===== config.mk =====
export PLATFORM = sky130hd
export DESIGN_NAME = mem_access_unit
export DESIGN_NICKNAME = d
export VERILOG_FILES = /design/src/rtl/mau_pkg.sv /design/src/rtl/mau_lane.sv /design/src/rtl/mem_access_unit.sv
export SDC_FILE = /design/constraint.sdc
export NUM_CORES = 1
export LEC_CHECK = 0
export ABC_CLOCK_PERIOD_IN_PS = 2900
export CORE_UTILIZATION = 46
export CTS_CLUSTER_DIAMETER = 80
export DETAILED_ROUTE_END_ITERATION = 6
export GPL_TIMING_DRIVEN = 0
export PLACE_DENSITY = 0.85
export SLEW_MARGIN = 10
export SYNTH_ARGS = -nofsm -noshare
export SYNTH_HDL_FRONTEND = slang
export SYNTH_SLANG_ARGS = --single-unit

===== constraint.sdc =====
create_clock -name Clk -period 2.9 [get_ports Clk]
set_input_delay 0.58 -clock Clk [delete_from_list [all_inputs] [get_ports Clk]]
set_output_delay 0.58 -clock Clk [all_outputs]
set_load 0.01 [all_outputs]

===== src/rtl/mau_pkg.sv =====
// Shared definitions for the load/store access unit: op encodings, FSM states
// and the default data-memory size.
package mau_pkg;

  localparam int unsigned MEM_BYTES_DEFAULT = 12288;

  typedef enum logic [2:0] {
    OP_LW  = 3'b000,
    OP_LH  = 3'b001,
    OP_LHU = 3'b010,
    OP_LB  = 3'b011,
    OP_LBU = 3'b100,
    OP_SW  = 3'b101,
    OP_SH  = 3'b110,
    OP_SB  = 3'b111
  } op_e;

  typedef enum logic [1:0] {
    ST_IDLE,
    ST_ACCESS,
    ST_RESP
  } state_e;

  function automatic logic op_is_store(input op_e op);
    return op inside {OP_SW, OP_SH, OP_SB};
  endfunction

endpackage


===== src/rtl/mau_lane.sv =====
// Byte-lane steering: store byte enables / replicated store data, and
// extraction plus sign/zero extension of load data from a memory word.
module mau_lane
  import mau_pkg::*;
(
  input  op_e         op_i,
  input  logic [1:0]  addr_lo_i,
  input  logic [31:0] wdata_i,
  input  logic [31:0] word_i,
  output logic [3:0]  be_o,
  output logic [31:0] wdata_o,
  output logic [31:0] rdata_o
);

  logic [15:0] half_sel;
  logic [7:0]  byte_sel;

  always_comb begin
    half_sel = addr_lo_i[1] ? word_i[31:16] : word_i[15:0];
    byte_sel = word_i[7:0];
    unique case (addr_lo_i)
      2'd0: byte_sel = word_i[7:0];
      2'd1: byte_sel = word_i[15:8];
      2'd2: byte_sel = word_i[23:16];
      2'd3: byte_sel = word_i[31:24];
      default: byte_sel = word_i[7:0];
    endcase
  end

  // Loads always read the full word; only stores narrow the byte enables.
  always_comb begin
    be_o    = 4'b1111;
    wdata_o = '0;
    rdata_o = '0;
    unique case (op_i)
      OP_LW:  rdata_o = word_i;
      OP_LH:  rdata_o = {{16{half_sel[15]}}, half_sel};
      OP_LHU: rdata_o = {16'h0000, half_sel};
      OP_LB:  rdata_o = {{24{byte_sel[7]}}, byte_sel};
      OP_LBU: rdata_o = {24'h000000, byte_sel};
      OP_SW:  wdata_o = wdata_i;
      OP_SH: begin
        be_o    = addr_lo_i[1] ? 4'b1100 : 4'b0011;
        wdata_o = {2{wdata_i[15:0]}};
      end
      OP_SB: begin
        be_o    = 4'b0001 << addr_lo_i;
        wdata_o = {4{wdata_i[7:0]}};
      end
      default: ;
    endcase
  end

endmodule


===== src/rtl/mem_access_unit.sv =====
// Load/store initiator: checks alignment/range, issues one word-aligned
// byte-enabled memory request, waits for MemAck and returns extended data.
module mem_access_unit
  import mau_pkg::*;
#(
  parameter int unsigned MEM_BYTES = MEM_BYTES_DEFAULT
) (
  input  logic        Clk,
  input  logic        Reset,
  input  logic        Req,
  input  logic [2:0]  Op,
  input  logic [31:0] Addr,
  input  logic [31:0] WData,
  input  logic [31:0] PC,
  output logic        Busy,
  output logic        Done,
  output logic [31:0] RData,
  output logic        AdEL,
  output logic        AdES,
  output logic [31:0] ExcPC,
  output logic        MemReq,
  output logic        MemWe,
  output logic [31:0] MemAddr,
  output logic [3:0]  MemBe,
  output logic [31:0] MemWData,
  input  logic        MemAck,
  input  logic [31:0] MemRData
);

  state_e      state_q, state_d;
  op_e         op_q, op_d;
  logic [31:0] addr_q, addr_d, wdata_q, wdata_d, pc_q, pc_d;
  logic        err_q, err_d;
  logic        addr_err;

  logic        busy_q, busy_d, done_q, done_d, adel_q, adel_d, ades_q, ades_d;
  logic        mem_req_q, mem_req_d, mem_we_q, mem_we_d;
  logic [31:0] rdata_q, rdata_d, mem_addr_q, mem_addr_d, mem_wdata_q, mem_wdata_d;
  logic [3:0]  mem_be_q, mem_be_d;

  logic [3:0]  lane_be;
  logic [31:0] lane_wdata, lane_rdata;

  always_comb begin
    addr_err = (Addr >= MEM_BYTES);
    unique case (op_e'(Op))
      OP_LW, OP_SW:         addr_err = addr_err | (Addr[1:0] != 2'b00);
      OP_LH, OP_LHU, OP_SH: addr_err = addr_err | Addr[0];
      default: ;
    endcase
  end

  always_comb begin
    op_d    = op_q;
    addr_d  = addr_q;
    wdata_d = wdata_q;
    pc_d    = pc_q;
    err_d   = err_q;
    if (state_q == ST_IDLE && Req) begin
      op_d    = op_e'(Op);
      addr_d  = Addr;
      wdata_d = WData;
      pc_d    = PC;
      err_d   = addr_err;
    end
  end

  // Lane logic sees the next-cycle request so memory outputs can be registered.
  mau_lane u_lane (
    .op_i      (op_d),
    .addr_lo_i (addr_d[1:0]),
    .wdata_i   (wdata_d),
    .word_i    (MemRData),
    .be_o      (lane_be),
    .wdata_o   (lane_wdata),
    .rdata_o   (lane_rdata)
  );

  always_ff @(posedge Clk or negedge Reset) begin
    if (!Reset) state_q <= ST_IDLE;
    else        state_q <= state_d;
  end

  always_comb begin
    state_d = state_q;
    unique case (state_q)
      ST_IDLE:   if (Req) state_d = addr_err ? ST_RESP : ST_ACCESS;
      ST_ACCESS: if (MemAck) state_d = ST_RESP;
      ST_RESP:   state_d = ST_IDLE;
      default:   state_d = ST_IDLE;
    endcase
  end

  always_comb begin
    busy_d      = (state_d != ST_IDLE);
    done_d      = (state_d == ST_RESP);
    adel_d      = done_d && err_d && !op_is_store(op_d);
    ades_d      = done_d && err_d && op_is_store(op_d);
    rdata_d     = (state_q == ST_ACCESS && MemAck && !op_is_store(op_q)) ? lane_rdata : '0;
    mem_req_d   = (state_d == ST_ACCESS);
    mem_we_d    = mem_req_d && op_is_store(op_d);
    mem_addr_d  = mem_req_d ? {addr_d[31:2], 2'b00} : '0;
    mem_be_d    = mem_req_d ? lane_be : '0;
    mem_wdata_d = mem_req_d ? lane_wdata : '0;
  end

  always_ff @(posedge Clk or negedge Reset) begin
    if (!Reset) begin
      op_q        <= OP_LW;
      addr_q      <= '0;
      wdata_q     <= '0;
      pc_q        <= '0;
      err_q       <= 1'b0;
      busy_q      <= 1'b0;
      done_q      <= 1'b0;
      adel_q      <= 1'b0;
      ades_q      <= 1'b0;
      rdata_q     <= '0;
      mem_req_q   <= 1'b0;
      mem_we_q    <= 1'b0;
      mem_addr_q  <= '0;
      mem_be_q    <= '0;
      mem_wdata_q <= '0;
    end else begin
      op_q        <= op_d;
      addr_q      <= addr_d;
      wdata_q     <= wdata_d;
      pc_q        <= pc_d;
      err_q       <= err_d;
      busy_q      <= busy_d;
      done_q      <= done_d;
      adel_q      <= adel_d;
      ades_q      <= ades_d;
      rdata_q     <= rdata_d;
      mem_req_q   <= mem_req_d;
      mem_we_q    <= mem_we_d;
      mem_addr_q  <= mem_addr_d;
      mem_be_q    <= mem_be_d;
      mem_wdata_q <= mem_wdata_d;
    end
  end

  assign Busy     = busy_q;
  assign Done     = done_q;
  assign RData    = rdata_q;
  assign AdEL     = adel_q;
  assign AdES     = ades_q;
  assign ExcPC    = pc_q;
  assign MemReq   = mem_req_q;
  assign MemWe    = mem_we_q;
  assign MemAddr  = mem_addr_q;
  assign MemBe    = mem_be_q;
  assign MemWData = mem_wdata_q;

endmodule


After elaboration in Yosys (flattened, before gate mapping)
Cells that the tools add are included.
{"block": "classes", "n_div": 0, "n_eq_ne": 20, "bitwise": 2, "mux": 19, "magnitude_cmp": 1, "n_shift": 1, "n_mul": 0, "add_sub_neg": 0, "n_reduce_logical": 19}
{"operator": "32-bit 2-to-1 mux", "n": 5}
{"operator": "32-bit one-hot mux with 5 select lines", "n": 1}
{"operator": "32-bit one-hot mux with 3 select lines", "n": 1}
{"operator": "32-bit by 14-bit >= comparator with 1-bit output (second input constant)", "n": 1}
{"operator": "8-bit one-hot mux with 4 select lines", "n": 1}
{"operator": "3-bit == test (second input constant)", "n": 9}
{"operator": "16-bit 2-to-1 mux", "n": 1}
{"operator": "3-bit by 2-bit == test with 1-bit output (second input constant)", "n": 3}
{"operator": "4-bit 2-to-1 mux", "n": 2}
{"operator": "4-bit one-hot mux with 2 select lines", "n": 1}
{"operator": "1-bit logical AND", "n": 7}
{"operator": "2-bit by 1-bit == test with 1-bit output (second input constant)", "n": 3}
{"operator": "2-bit == test (second input constant)", "n": 3}
{"operator": "3-bit by 1-bit == test with 1-bit output (second input constant)", "n": 2}
{"operator": "3-bit zero test", "n": 2}
{"operator": "2-bit 2-to-1 mux", "n": 3}
{"operator": "3-bit nonzero test", "n": 2}
{"operator": "2-bit zero test", "n": 2}
{"operator": "2-bit one-hot mux with 2 select lines", "n": 1}
{"operator": "2-bit nonzero test", "n": 2}
{"operator": "1-bit by 2-bit << shifter with 4-bit output (first input constant)", "n": 1}
{"operator": "3-bit 2-to-1 mux", "n": 1}
{"operator": "3-bit OR reduction", "n": 1}
{"operator": "1-bit zero test", "n": 2}
{"operator": "other kinds (4)", "n": 5}
{"block": "totals", "latch_bits": 0, "elab_cells": 78, "out_inout_bits": 138, "in_bits": 135, "n_memories": 0, "register_bits": 208, "mem_bits_ro": 0, "mem_bits_rw": 0}

Longest topological paths before layout
{"block": "depth", "depth_word": 9, "mapped_depth": 9}

By module
Synthesis repeated with hierarchy kept, for this count alone.
{"block": "unflattened", "hier_cells": 692, "area_unflattened_um2": 9019.9}
{"module": "mem_access_unit", "seq_area_each_um2": 5154.9, "instances": 1, "area_per_inst_um2": 7439.6, "cells_each": 469}
{"module": "mau_lane", "seq_area_each_um2": 0.0, "instances": 1, "area_per_inst_um2": 1580.3, "cells_each": 223}

Worst setup path before layout
Ideal clock, no wire load.
{"block": "synth_timing", "path_type": "input -> register", "startpoint": "in Req", "endpoint": "reg rdata_q[10], in the netlist RData[10]", "cell_stages": 6, "setup_ns": 0.067, "path_buffers": 1, "slack_ns": 0.612, "t_arrival_ns": 2.222, "required_time_ns": 2.833, "cell_sequence": "or3b_4 > buf_6 > mux2_2 > or3b_2 > a211oi_2 > a221o_1"}
{"block": "synth_between", "elab_cells_between_ends": 16, "cone_classes": "eq/ne: 7; mux: 6; reduce/logical: 3"}
{"item": "start, declared", "line": "mem_access_unit.sv:10", "rtl": "input logic Req,"}
{"item": "1-bit logical AND (*)", "line": "mem_access_unit.sv:59", "rtl": "if (state_q == ST_IDLE && Req) begin"}
{"item": "3-bit 2-to-1 mux (*)", "line": "mem_access_unit.sv:59"}
{"item": "via op_d[1]", "line": "mem_access_unit.sv:31", "rtl": "op_e op_q, op_d;"}
{"item": "3-bit == test, or another cell as far along", "line": "mau_lane.sv:35", "rtl": "unique case (op_i)"}
{"item": "32-bit one-hot mux with 5 select lines (*)", "line": "mau_lane.sv:35"}
{"item": "32-bit 2-to-1 mux (*)", "line": "mem_access_unit.sv:99", "rtl": "rdata_d = (state_q == ST_ACCESS && MemAck && !op_is_store(op_q)) ? lane_rdata : '0;"}
{"item": "via rdata_d[10]", "line": "mem_access_unit.sv:38", "rtl": "logic [31:0] rdata_q, rdata_d, mem_addr_q, mem_addr_d, mem_wdata_q, mem_wdata_d;"}
{"item": "end signal, assigned", "line": "mem_access_unit.sv:134", "rtl": "rdata_q <= rdata_d;"}
{"item": "end, declared", "line": "mem_access_unit.sv:38"}
Mark *: on every way through the listed nets, which the timed path passes. The rest lies on a longest branch.
A chain may end at the register's enable or synchronous reset.

Final worst setup path
{"block": "layout_timing", "startpoint": "in Addr[1]", "endpoint": "reg mem_wdata_q[26], in the netlist MemWData[26]"}
{"block": "layout_between", "elab_chain_len": 8, "elab_cells_between_ends": 10, "cone_classes": "order compare: 1; eq/ne: 1; mux: 5; bitwise: 2; reduce/logical: 1"}
{"item": "start, declared", "line": "mem_access_unit.sv:12", "rtl": "input logic [31:0] Addr,"}
{"item": "32-bit by 14-bit >= comparator with 1-bit output or 2-bit nonzero test (tied branches)", "line": "mem_access_unit.sv:45, mem_access_unit.sv:47"}
{"item": "1-bit bitwise OR (on tied branches)", "line": "mem_access_unit.sv:48, mem_access_unit.sv:47"}
{"item": "1-bit one-hot mux with 2 select lines (*)", "line": "mem_access_unit.sv:46", "rtl": "unique case (op_e'(Op))"}
{"item": "2-bit 2-to-1 mux (*) (2 in series)", "line": "mem_access_unit.sv:87", "rtl": "ST_IDLE: if (Req) state_d = addr_err ? ST_RESP : ST_ACCESS;"}
{"item": "2-bit one-hot mux with 2 select lines (*)", "line": "mem_access_unit.sv:86", "rtl": "unique case (state_q)"}
{"item": "2-bit by 1-bit == test with 1-bit output (*)", "line": "mem_access_unit.sv:100", "rtl": "mem_req_d = (state_d == ST_ACCESS);"}
{"item": "32-bit 2-to-1 mux (*)", "line": "mem_access_unit.sv:104", "rtl": "mem_wdata_d = mem_req_d ? lane_wdata : '0;"}
{"item": "via mem_wdata_d[26]", "line": "mem_access_unit.sv:38"}
{"item": "end signal, assigned", "line": "mem_access_unit.sv:139", "rtl": "mem_wdata_q <= mem_wdata_d;"}
{"item": "end, declared", "line": "mem_access_unit.sv:38"}
Marked as above.

==> flow_metrics.env <==
export IMPL_numPortBuffers=267
export IMPL_synth_ff_type="dfrtp_1"
export IMPL_critPathMaxFanout=10
export IMPL_netlist_area_mm2=0.00844
export IMPL_synth_async_sr_flop_share=1.00
export IMPL_pwr_density_cell_mw_per_mm2=594
export IMPL_crit_chain="clkdlybuf4s50_1 -> nand2b_1 -> a222oi_1 -> nor3_1 -> a32oi_1 -> buf_2 -> o22ai_1"
export IMPL_layout_commonest_cell="clkdlybuf4s50_1"
export IMPL_comb_power_share=0.154
export IMPL_worstPathRequired_ns=3.23
export IMPL_clkLatencyLatePin_ns=0.50
export IMPL_path_buf_inv=2
export IMPL_n_antenna_cell=0
export IMPL_synth_seq_cells=206
export IMPL_drive_above_1_share=0.0847
export IMPL_rows=49
export IMPL_routed_wl_mm=24.6
export IMPL_path_clk_slew_ns=0.06
export IMPL_peakVddDrop_v=0.000431
export IMPL_power_frac_seq=0.433
export IMPL_core_mm2=0.0180
export IMPL_cp_endpoint="MemWData[26]"
export IMPL_die_y_um=137
export IMPL_initial_core_util=0.470
export IMPL_path_class="in -> reg"
export IMPL_relSlewSlack=0.246
export IMPL_p_leak_nw=5.86
export IMPL_power_mw=7.28
export IMPL_vias_per_cell=5.27
export IMPL_rrSetupSlack_ns=0.31
export IMPL_grt_pass1_wl_mm=36.5
export IMPL_min_period_ns=2.73
export IMPL_p_int_mw=5.46
export IMPL_clock_skew_ns=0.0167
export IMPL_dp_hpwl_mm=17.4
export IMPL_switchingPower_mw=1.82
export IMPL_run_status="completed"
export IMPL_grt_pass1_vias=6873
export IMPL_cts_max_level=1
export IMPL_area_delta_synth_final_pct=45.2
export IMPL_crit_slowest_cell="a32oi_1"
export IMPL_first_pass_iters=6
export IMPL_synth_cells=787
export IMPL_cts_tree="built"
export IMPL_setup_worst_path_start="Addr[1]"
export IMPL_cts_made_buffers=23
export IMPL_reg2regPathDepth=7
export IMPL_rsz0062_at_grt="false"
export IMPL_ant_nets=0
export IMPL_hold_viol=0
export IMPL_post_cts_buffers=0
export IMPL_path_delay_family="compound AO/OA/AOI/OAI gates"
export IMPL_drv_slew=0
export IMPL_setup_viol=0
export IMPL_layout_common_cells="266 x clkdlybuf4s50_1, 210 x nand2_1, 206 x dfrtp_1"
export IMPL_grt_max_degree=83
export IMPL_cpPeakStageDelay_ns=0.66
export IMPL_dr_total_vias=6999
export IMPL_synth_edff_count=0
export IMPL_yosys_warnings=0
export IMPL_drc_errors=0
export IMPL_power_frac_clock=0.413
export IMPL_r2r_start="op_q[1]"
export IMPL_cts_buffer_depth=3
export IMPL_period_share=0.942
export IMPL_antenna_found_initial=0
export IMPL_root_buffer="clkbuf_16"
export IMPL_start_kind="input port"
export IMPL_die_area_mm2=0.0189
export IMPL_dpl_cell_count=1286
export IMPL_io_pins=273
export IMPL_gr_usage_all_layers=0.254
export IMPL_syn_area_per_cell_um2=10.7
export IMPL_worst_pin_slew_ns=1.12
export IMPL_critPathArrivalTime_ns=3.07
export IMPL_finalNonFillerCells=1327
export IMPL_grt_overflow=0
export IMPL_synth_distinct_cells=51
export IMPL_switching_share=0.250
export IMPL_die_x_um=137
export IMPL_critPathCaptureType="register"
export IMPL_synth_seq_area_share=0.611
export IMPL_path_depth=7
export IMPL_wire_per_inst_um=18.5
export IMPL_drt_iter0_markers=462
export IMPL_r2r_end="RData[9]"
export IMPL_gp_congestion=0.841
export IMPL_fmax_mhz=366
export IMPL_hp_class="reg -> reg"
export IMPL_cts_sinks=206
export IMPL_drv_cap=0
export IMPL_nets=1218
==> cells in the mapped netlist (2+ instances only) <==
| master | instances | share of area |
|---|---|---|
| buf_6 | 4 | 0.0053 |
| nand2_1 | 210 | 0.093 |
| clkbuf_1 | 25 | 0.011 |
| and4b_1 | 2 | 0.0024 |
| a221o_1 | 15 | 0.018 |
| nor3_1 | 3 | 0.0018 |
| nand3b_1 | 2 | 0.0018 |
| nand2b_1 | 3 | 0.0022 |
| a21oi_2 | 10 | 0.010 |
| o22a_1 | 8 | 0.0083 |
| o22ai_1 | 16 | 0.012 |
| mux2_2 | 10 | 0.013 |
| a211oi_1 | 4 | 0.0036 |
| o21ai_0 | 5 | 0.0030 |
| nor2_1 | 38 | 0.017 |
| buf_4 | 3 | 0.0027 |
| mux2i_1 | 66 | 0.078 |
| buf_2 | 14 | 0.0083 |
| buf_1 | 2 | 0.00089 |
| maj3_1 | 2 | 0.0024 |
| inv_1 | 39 | 0.017 |
| dfrtp_1 | 206 | 0.61 |
| nor4_1 | 5 | 0.0037 |
| nor3b_1 | 2 | 0.0018 |
| o21bai_1 | 3 | 0.0027 |
| nand3_1 | 3 | 0.0018 |
| a21oi_1 | 54 | 0.032 |
| and2_1 | 8 | 0.0059 |
| xnor2_1 | 2 | 0.0021 |
| nor2b_1 | 2 | 0.0015 |
==> metrics by stage <==
step	instance area [um2]	hold slack (ns)	TNS, ns	utilization	worst slack, ns
6_report	12300	0.467	0	0.682	0.169
5_1_grt	12300	0.485	0	0.682	0.00587
4_1_cts	12300	0.472	0	0.682	0.0561
3_5_place_dp	11500	0.457	-30.32	0.638	-0.440
3_3_place_gp	11400	0.450	-1478.60	0.635	-7.08
2_1_floorplan	8440	0.284	0	-	0.612
==> area by class of cell <==
type,count,area (um2)
fillers,1320,5710
flip-flops and latches,206,5150
multi-input cells,494,2900
repair buffers,270,2740
clock buffers,28,614
well taps,229,287
plain buffers,48,240
clock inverters,12,166
inverters,40,150
==> routing by layer <==
metal | up-vias | wire length, um | GRT usage
met2 | 296 | 12300 | 0.428
met3 | 55 | 1810 | 0.0500
met1 | 3430 | 9780 | 0.320
li1 | 3218 | - | -
met4 | 0 | 726 | 0.103
met5 | - | 0 | 0
==> worst min path at each step <==
stage / start / endpoint / slack [ns] / depth (start not counted)
2_1_floorplan: Reset / AdEL / 0.28 / 0
3_3_place_gp: addr_q[17] / addr_q[17] / 0.45 / 2
3_5_place_dp: addr_q[4] / addr_q[4] / 0.46 / 2
4_1_cts: addr_q[4] / addr_q[4] / 0.47 / 2
5_1_grt: addr_q[4] / addr_q[4] / 0.49 / 2
6_report: addr_q[4] / addr_q[4] / 0.47 / 2
==> power groups by stage <==
stage	clock (mW)	combinational (mW)	sequential [mW]
after floorplan	0	0.537	3.21
after CTS	3.06	1.13	3.15
after global routing	3.17	1.23	3.17
final	3.00	1.12	3.16
after global placement	0	1.07	3.19
after detailed placement	0	1.11	3.20
==> flip-flops by register name (all words and copies together) (netlist names) <==
signal	count
wdata_q	32
op_q	3
MemBe	4
addr_q	32
ExcPC	32
AdES	1
MemWe	1
MemWData	32
Busy	1
RData	32
Done	1
MemReq	1
MemAddr	30
state_q	2
err_q	1
AdEL	1
==> worst min-delay path, stage by stage, from the launching register on <==
cell and delay, ns:
dfrtp_1 0.32, nand2_1 0.06, nand2_1 0.06
==> what timing repair did <==
action / 4_1_cts / 5_1_grt
gates resized for setup: 0 / 4
setup endpoints to repair: 0 / 18
hold buffers: 1 / 0
hold endpoints to repair: 43 / 0
==> kinds of logic (layout without fill, tap and decap cells) <==
family	count (synthesis)	count (layout)	share of synthesized area
compound gates	126	126	0.103
xor+xnor	2	2	0.00208
fa+ha+maj	2	2	0.00237
buf+inv	88	398	0.0461
flops	206	206	0.611
mux	77	77	0.0943
other cells	1	2	0.000444
simple gates	285	285	0.141
Note: power is estimated with default switching activity, not from simulation.
